File: config.mk
export PLATFORM = sky130hd
export DESIGN_NAME = ps2_host_tx
export DESIGN_NICKNAME = d
export VERILOG_FILES = /design/src/rtl/ps2_host_tx.sv
export SDC_FILE = /design/constraint.sdc
export NUM_CORES = 1
export LEC_CHECK = 0
export CAP_MARGIN = 0
export CORE_AREA = 2 2 78 80
export CTS_CLUSTER_DIAMETER = 40
export CTS_CLUSTER_SIZE = 8
export DETAILED_ROUTE_END_ITERATION = 10
export DIE_AREA = 0 0 80 82
export DONT_BUFFER_PORTS = 1
export GPL_ROUTABILITY_DRIVEN = 0
export HOLD_SLACK_MARGIN = 0.08
export MAX_ROUTING_LAYER = met4
export SETUP_SLACK_MARGIN = 0.15
export SLEW_MARGIN = 20
export SYNTH_ARGS = -nofsm -noshare
export SYNTH_HDL_FRONTEND = slang
export SYNTH_SLANG_ARGS = --single-unit
File: constraint.sdc
create_clock -name clk -period 6.1 [get_ports clk]
set_input_delay 0.915 -clock clk [delete_from_list [all_inputs] [get_ports clk]]
set_output_delay 0.915 -clock clk [all_outputs]
set_load 0.03 [all_outputs]
File: src/rtl/ps2_host_tx.sv
// ps2_host_tx: PS/2 host-to-device command transmitter with clock filter, ack check and timeout
module ps2_host_tx #(
    parameter int INHIBIT_CYCLES = 5000,
    parameter int SETUP_CYCLES   = 100,
    parameter int TIMEOUT_CYCLES = 750000
) (
    input  logic       clk,
    input  logic       ar,
    input  logic       ps2_clk,
    input  logic       ps2_dat,
    input  logic [7:0] tx_data,
    input  logic       tx_valid,
    output logic       tx_ready,
    output logic       ps2_clk_oe,
    output logic       ps2_dat_oe,
    output logic       busy,
    output logic       done,
    output logic       ack_err,
    output logic       timeout
);
    localparam int M1   = INHIBIT_CYCLES > SETUP_CYCLES ? INHIBIT_CYCLES : SETUP_CYCLES;
    localparam int MAXC = TIMEOUT_CYCLES > M1 ? TIMEOUT_CYCLES : M1;
    localparam int CW   = $clog2(MAXC + 1);

    typedef enum logic [2:0] {IDLE, INHIBIT, RTS, XFER, ACK, WAIT_IDLE} state_t;

    state_t        r_st;
    logic [7:0]    r_sr;
    logic          r_fclk;
    logic          r_fall;
    logic [1:0]    r_ds;
    logic [8:0]    r_sh;
    logic [3:0]    r_edge;
    logic [CW-1:0] r_cnt;
    logic          r_nack;
    logic          r_clk_oe;
    logic          r_dat_oe;
    logic          r_done;
    logic          r_err;
    logic          r_to;
    logic          w_dat;
    logic          w_tmo;

    assign w_dat      = r_ds[1];
    assign w_tmo      = r_cnt == CW'(TIMEOUT_CYCLES - 1);
    assign tx_ready   = r_st == IDLE;
    assign busy       = r_st != IDLE;
    assign ps2_clk_oe = r_clk_oe;
    assign ps2_dat_oe = r_dat_oe;
    assign done       = r_done;
    assign ack_err    = r_err;
    assign timeout    = r_to;

    always_ff @(posedge clk) begin
        if (ar) begin
            r_st     <= IDLE;
            r_sr     <= 8'hFF;
            r_fclk   <= 1'b1;
            r_fall   <= 1'b0;
            r_ds     <= 2'b11;
            r_sh     <= '0;
            r_edge   <= '0;
            r_cnt    <= '0;
            r_nack   <= 1'b0;
            r_clk_oe <= 1'b0;
            r_dat_oe <= 1'b0;
            r_done   <= 1'b0;
            r_err    <= 1'b0;
            r_to     <= 1'b0;
        end else begin
            r_sr   <= {r_sr[6:0], ps2_clk};
            r_fclk <= &r_sr ? 1'b1 : ~|r_sr ? 1'b0 : r_fclk;
            r_fall <= r_fclk & ~|r_sr;
            r_ds   <= {r_ds[0], ps2_dat};
            r_done <= 1'b0;
            r_err  <= 1'b0;
            r_to   <= 1'b0;
            unique case (r_st)
                IDLE: if (tx_valid) begin
                    r_sh     <= {~^tx_data, tx_data};
                    r_clk_oe <= 1'b1;
                    r_cnt    <= '0;
                    r_st     <= INHIBIT;
                end
                INHIBIT: if (r_cnt == CW'(INHIBIT_CYCLES - 1)) begin
                    r_cnt    <= '0;
                    r_dat_oe <= 1'b1;
                    r_st     <= RTS;
                end else r_cnt <= r_cnt + 1'b1;
                RTS: if (r_cnt == CW'(SETUP_CYCLES - 1)) begin
                    r_cnt    <= '0;
                    r_edge   <= '0;
                    r_clk_oe <= 1'b0;
                    r_st     <= XFER;
                end else r_cnt <= r_cnt + 1'b1;
                XFER, ACK, WAIT_IDLE: begin
                    r_cnt <= r_cnt + 1'b1;
                    if (w_tmo) begin
                        r_to     <= 1'b1;
                        r_clk_oe <= 1'b0;
                        r_dat_oe <= 1'b0;
                        r_st     <= IDLE;
                    end else if (r_st == XFER && r_fall) begin
                        r_edge <= r_edge + 1'b1;
                        if (r_edge == 4'd9) begin
                            r_dat_oe <= 1'b0;
                            r_st     <= ACK;
                        end else begin
                            // data bits LSB first, parity shifts down into bit 0 after eight edges
                            r_dat_oe <= ~r_sh[0];
                            r_sh     <= {1'b0, r_sh[8:1]};
                        end
                    end else if (r_st == ACK && r_fall) begin
                        r_nack <= w_dat;
                        r_st   <= WAIT_IDLE;
                    end else if (r_st == WAIT_IDLE && r_fclk && w_dat) begin
                        r_done <= ~r_nack;
                        r_err  <= r_nack;
                        r_st   <= IDLE;
                    end
                end
                default: r_st <= IDLE;
            endcase
        end
    end
endmodule

==> impl_metrics.env, run 1 <==
export IMPL_synth_seq_cells=54
export IMPL_power_mw=1.01
export IMPL_vias_per_cell=5.63
export IMPL_dpl_instance_area_um2=2790
export IMPL_cp_arrival_ps=1780
export IMPL_slowest_delay_ps=690
export IMPL_postLayoutSetupSlackWorst_ps=3400
export IMPL_drt_iter0_drc=216
export IMPL_fin_tns_setup_ps=0
export IMPL_grt_usage=0.188
export IMPL_skew_ps=11.2
export IMPL_drc=0
export IMPL_io_pins=20
export IMPL_start_util=0.487
export IMPL_status="completed"
export IMPL_whs_ps=414
export IMPL_numCtsBuffers=5
export IMPL_synth_distinct_cells=61
export IMPL_detail_route_wirelength_um=5670
export IMPL_place_inst=374
export IMPL_root_buffer="clkbuf_8"
export IMPL_grt_first_pass_wirelength_um=9530
export IMPL_synth_edf_count=0
export IMPL_cp_max_fo=14
export IMPL_cts_resized_gates=0
export IMPL_grt_pass1_vias=1983
export IMPL_hold_viol_final=0
export IMPL_clock_sinks=54
export IMPL_crit_type="flop to output port"
export IMPL_avgSynthCellArea_um2=8.97
export IMPL_drv_cap=0
export IMPL_cts_hold_buf=0
export IMPL_vias=2149
export IMPL_fmax_mhz=371
export IMPL_cts_setup_buffers=0
export IMPL_worst_slew_pin_slew_ps=713
export IMPL_antenna_cells=0
export IMPL_area_growth_pct=4.69
export IMPL_die_height_um=82
export IMPL_critPathLaunchType="flop"
export IMPL_cts_path_max_buffers=2
export IMPL_p_leak_nw=0.906
export IMPL_drive_gt1_frac=0.117
export IMPL_worstPathRequired_ps=5180
export IMPL_powerDensity_nw_per_um2=345
export IMPL_instances_no_fill=382
export IMPL_synth_seq_area_share=0.386
export IMPL_numPortBuffers=0
export IMPL_synth_area_um2=2800
export IMPL_cp_end_kind="output port"
export IMPL_fin_util=0.510
export IMPL_rsz0062_at_grt="no"
export IMPL_place_ws_ps=3560
export IMPL_finalSetupViolations=0
export IMPL_period_share=0.442
export IMPL_max_slew_margin=0.521
export IMPL_async_flop_share=0
export IMPL_final_area_um2=2930
export IMPL_grt_max_degree=29
export IMPL_die_area_um2=6560
export IMPL_cts_max_level=2
export IMPL_maxSlewViolCount=0
export IMPL_period_minus_slack_ps=2700
export IMPL_wl_per_cell_um=14.8
export IMPL_clk_pin_slew_worst_paths_ps=100
export IMPL_drt_first_pass_iters=4
export IMPL_synthCells=312
export IMPL_rows=28
export IMPL_die_w_um=80
export IMPL_grt_antenna_before_repair=0
export IMPL_core_area_um2=5750
export IMPL_yosysWarnings=0
export IMPL_nets=322
export IMPL_slowest_stage="dfxtp_1"
export IMPL_cp_cell_sequence="nor2_1 -> nand2_1 -> inv_1"
export IMPL_hpwl_um=3970
export IMPL_synth_nets=328
export IMPL_clk_latency_ps=310
export IMPL_ant_nets=0
export IMPL_synthFlopType="dfxtp_1"
export IMPL_hp_class="flop to flop"
export IMPL_cts_tree="yes"
export IMPL_overflow=0
export IMPL_irDropWorstVdd_v=0.000139
[layout make-up]
type | instances | area [µm²]
inverter | 17 | 63.8
multi-input combinational | 226 | 1540
fill | 592 | 2810
clock inverter | 2 | 60.1
timing repair buffer | 2 | 15.0
clock buffer | 6 | 82.6
sequential | 54 | 1080
tap | 75 | 93.8
[placed cells by master (no fill, tap or decap), drive strengths merged, types with 7 or more instances in the layout]
| master | instances |
|---|---|
| dfxtp | 54 |
| nor2 | 35 |
| nand2 | 24 |
| xnor2 | 22 |
| a211oi | 19 |
| inv | 17 |
| mux2i | 11 |
| or2 | 11 |
| nor4 | 11 |
| a21oi | 10 |
| o21ai | 8 |
| nand4 | 7 |
[power breakdown]
part           total [mW]  leakage (nW)  switching (mW)  internal, mW
registers           0.450         0.440          0.0536         0.396
clock network       0.292        0.0714           0.117         0.175
logic               0.269         0.395           0.166         0.103
[path summary, 6_finish.rpt]
| kind | from | end | slack, ps | cells past startpoint |
|---|---|---|---|---|
| setup / recovery | r_st[2] | tx_ready | 3400 | 3 |
| hold / removal | r_ds[0] | r_ds[1] | 410 | 1 |
| setup reg to reg | r_cnt[0] | r_cnt[14] | 3530 | 7 |
| hold reg to reg | r_ds[0] | r_ds[1] | 410 | 1 |
[worst max-delay path: cells and delay by family (launching register included)]
family / cells / cell delay (ps)
buf+inv: 1 / 250
flops: 1 / 690
simple gates: 2 / 530
[registers in the layout, summed over array words and instances (netlist names)]
register and count:
r_cnt 20, r_sh 9, r_sr 8, r_edge 4, r_st 3, r_ds 2, ack_err 1, done 1
ps2_clk_oe 1, ps2_dat_oe 1, r_fall 1, r_fclk 1, r_nack 1, timeout 1
[cells by family after synthesis]
kind of cell / share of synthesized area
mux: 0.0393
xor+xnor: 0.0813
flops: 0.386
buf+inv: 0.0657
fa+ha+maj: 0.0134
compound gates: 0.164
simple gates: 0.250
[cells in the mapped netlist (2+ instances only)]
library cell / count / area (µm²)
dfxtp_1: 54 / 1080
nor2_1: 31 / 116
nand2_1: 24 / 90.1
xnor2_1: 22 / 193
a211oi_1: 18 / 135
inv_1: 16 / 60.1
mux2i_1: 11 / 110
or2_2: 11 / 68.8
nor4_1: 10 / 62.6
a21oi_1: 9 / 45.0
clkbuf_1: 8 / 30.0
nand4_1: 7 / 43.8
o21ai_0: 7 / 35.0
nand3_1: 6 / 30.0
nor3_1: 6 / 30.0
nor2_2: 4 / 25.0
o211ai_1: 4 / 30.0
xor2_1: 4 / 35.0
buf_6: 3 / 33.8
ha_1: 3 / 37.5
nand2b_1: 3 / 18.8
nand4b_1: 3 / 26.3
a211o_1: 2 / 17.5
a311oi_1: 2 / 17.5
and3_1: 2 / 12.5
and4_1: 2 / 17.5
buf_2: 2 / 10.0
nor3b_1: 2 / 15.0
nor4b_1: 2 / 17.5
o31ai_1: 2 / 15.0
or4_1: 2 / 15.0
[layer usage]
layer  vias to the layer above  share of wire  GRT usage  wire [µm]
li1                       1105              -          -          -
met1                       988           0.50      0.255       2830
met2                        48           0.45      0.286       2560
met3                         8          0.037     0.0341        212
met4                         0          0.011     0.0593         65
met5                         -              0          -          0
Note: power is estimated with default switching activity, not from simulation.
==> run 2: changes to the inputs <==
clock period = 2.8 ns   (was 6.1 ns; I/O delays follow)
==> impl_metrics.env, run 2 (synthesized netlist as in run 1, its figures left out) <==
export IMPL_detail_route_wirelength_um=5760
export IMPL_vias=2196
export IMPL_critPathLaunchType="flop"
export IMPL_clk_latency_ps=310
export IMPL_finalSetupViolations=0
export IMPL_io_pins=20
export IMPL_wl_per_cell_um=14.8
export IMPL_die_w_um=80
export IMPL_overflow=0
export IMPL_period_share=0.876
export IMPL_irDropWorstVdd_v=0.000288
export IMPL_cts_max_level=2
export IMPL_drc=0
export IMPL_slowest_stage="or4b_1"
export IMPL_period_minus_slack_ps=2450
export IMPL_antenna_cells=0
export IMPL_layout_commonest_cell="dfxtp_1"
export IMPL_cts_resized_gates=0
export IMPL_root_buffer="clkbuf_8"
export IMPL_largest_reg_flops=20
export IMPL_fin_util=0.512
export IMPL_clock_sinks=54
export IMPL_fin_tns_setup_ps=0
export IMPL_fmax_mhz=408
export IMPL_rows=28
export IMPL_p_leak_nw=0.916
export IMPL_cp_end_kind="flop"
export IMPL_hp_class="input pin to flop"
export IMPL_core_area_um2=5750
export IMPL_cts_hold_buf=0
export IMPL_cts_path_max_buffers=2
export IMPL_drv_cap=0
export IMPL_top_regs="r_cnt x20, r_sh x9, r_sr x8"
export IMPL_skew_ps=5.70
export IMPL_cts_tree="yes"
export IMPL_clk_pin_slew_worst_paths_ps=90
export IMPL_cp_max_fo=20
export IMPL_critPathBufInv=1
export IMPL_drive_gt1_frac=0.131
export IMPL_grt_max_degree=29
export IMPL_power_mw=2.11
export IMPL_die_height_um=82
export IMPL_grt_first_pass_wirelength_um=9960
export IMPL_cp_arrival_ps=2650
export IMPL_start_util=0.487
export IMPL_crit_type="flop to flop"
export IMPL_drt_first_pass_iters=6
export IMPL_final_cell_mix="dfxtp_1 (54), nor2_1 (31), nand2_1 (24)"
export IMPL_vias_per_cell=5.66
export IMPL_max_slew_margin=0.634
export IMPL_worstPathRequired_ps=3000
export IMPL_numCtsBuffers=5
export IMPL_nets=328
export IMPL_area_growth_pct=5.14
export IMPL_worst_slew_pin_slew_ps=549
export IMPL_drt_iter0_drc=117
export IMPL_slowest_delay_ps=460
export IMPL_place_inst=380
export IMPL_critical_path_top_delay_family="simple AND/OR/NAND/NOR gates"
export IMPL_numPortBuffers=0
export IMPL_maxSlewViolCount=0
export IMPL_grt_usage=0.198
export IMPL_grt_antenna_before_repair=0
export IMPL_cts_setup_buffers=0
export IMPL_status="completed"
export IMPL_powerDensity_nw_per_um2=717
export IMPL_cp_cell_sequence="ha_1 -> or4b_1 -> nor4b_2 -> a21oi_1 -> o41ai_4 -> buf_4 -> nor2_1"
export IMPL_top_register="r_cnt"
export IMPL_hpwl_um=4210
export IMPL_whs_ps=171
export IMPL_ant_nets=0
export IMPL_instances_no_fill=388
export IMPL_die_area_um2=6560
export IMPL_grt_pass1_vias=2053
export IMPL_hold_viol_final=0
export IMPL_rsz0062_at_grt="no"
## run 2: changes by cell type in the layout (fill, tap and decap cells not counted), sizes merged
cell / before / now
bufinv: 2 / 1
buf: 2 / 8
clkinvlp: 0 / 1
## run 2: worst register-to-register path: stages, from the launching register on
cell and delay (ps):
dfxtp_1 380, ha_1 220, or4b_1 460, nor4b_2 430, a21oi_1 180, o41ai_4 290
buf_4 300, nor2_1 80
## run 2: report_power, final
group / leakage (nW) / total (mW) / switching, mW / internal, mW
registers: 0.440 / 0.978 / 0.116 / 0.863
logic: 0.424 / 0.615 / 0.366 / 0.249
clock network: 0.0514 / 0.518 / 0.251 / 0.267
## run 2: layer usage
layer  vias to the layer above  part of all wire  track usage  routed length (µm)
met5                         -                 0            -                   0
met4                         0             0.018       0.0610                 102
met3                         8             0.031       0.0374                 177
met2                        35              0.47        0.317                2730
met1                      1038              0.48        0.256                2750
li1                       1115                 -            -                   -
## run 2: final cells by class
class                           instances  area (µm²)
Timing Repair Buffer                    8        60.1
Sequential cell                        54        1080
Multi-Input combinational cell        226        1540
Tap cell                               75        93.8
Fill cell                             571        2800
Clock buffer                            6        72.6
Clock inverter                          2        37.5
Inverter                               17        63.8
## run 2: stage by stage
| step | cell area [µm²] | worst slack, ps |
|---|---|---|
| 3_3_place_gp | 2830 | 433 |
| 2_1_floorplan | 2800 | 603 |
| 3_5_place_dp | 2830 | 334 |
| 6_report | 2940 | 348 |
| 4_1_cts | 2940 | 324 |
| 5_1_grt | 2940 | 167 |
## run 2: path summary, 6_finish.rpt
kind / cells after the start / to / slack, ps / from
hold reg to reg: 1 / r_ds[1] / 420 / r_ds[0]
hold / removal: 1 / r_nack / 170 / ar
setup reg to reg: 7 / r_cnt[10] / 350 / r_cnt[0]
setup / recovery: 7 / r_cnt[10] / 350 / r_cnt[0]
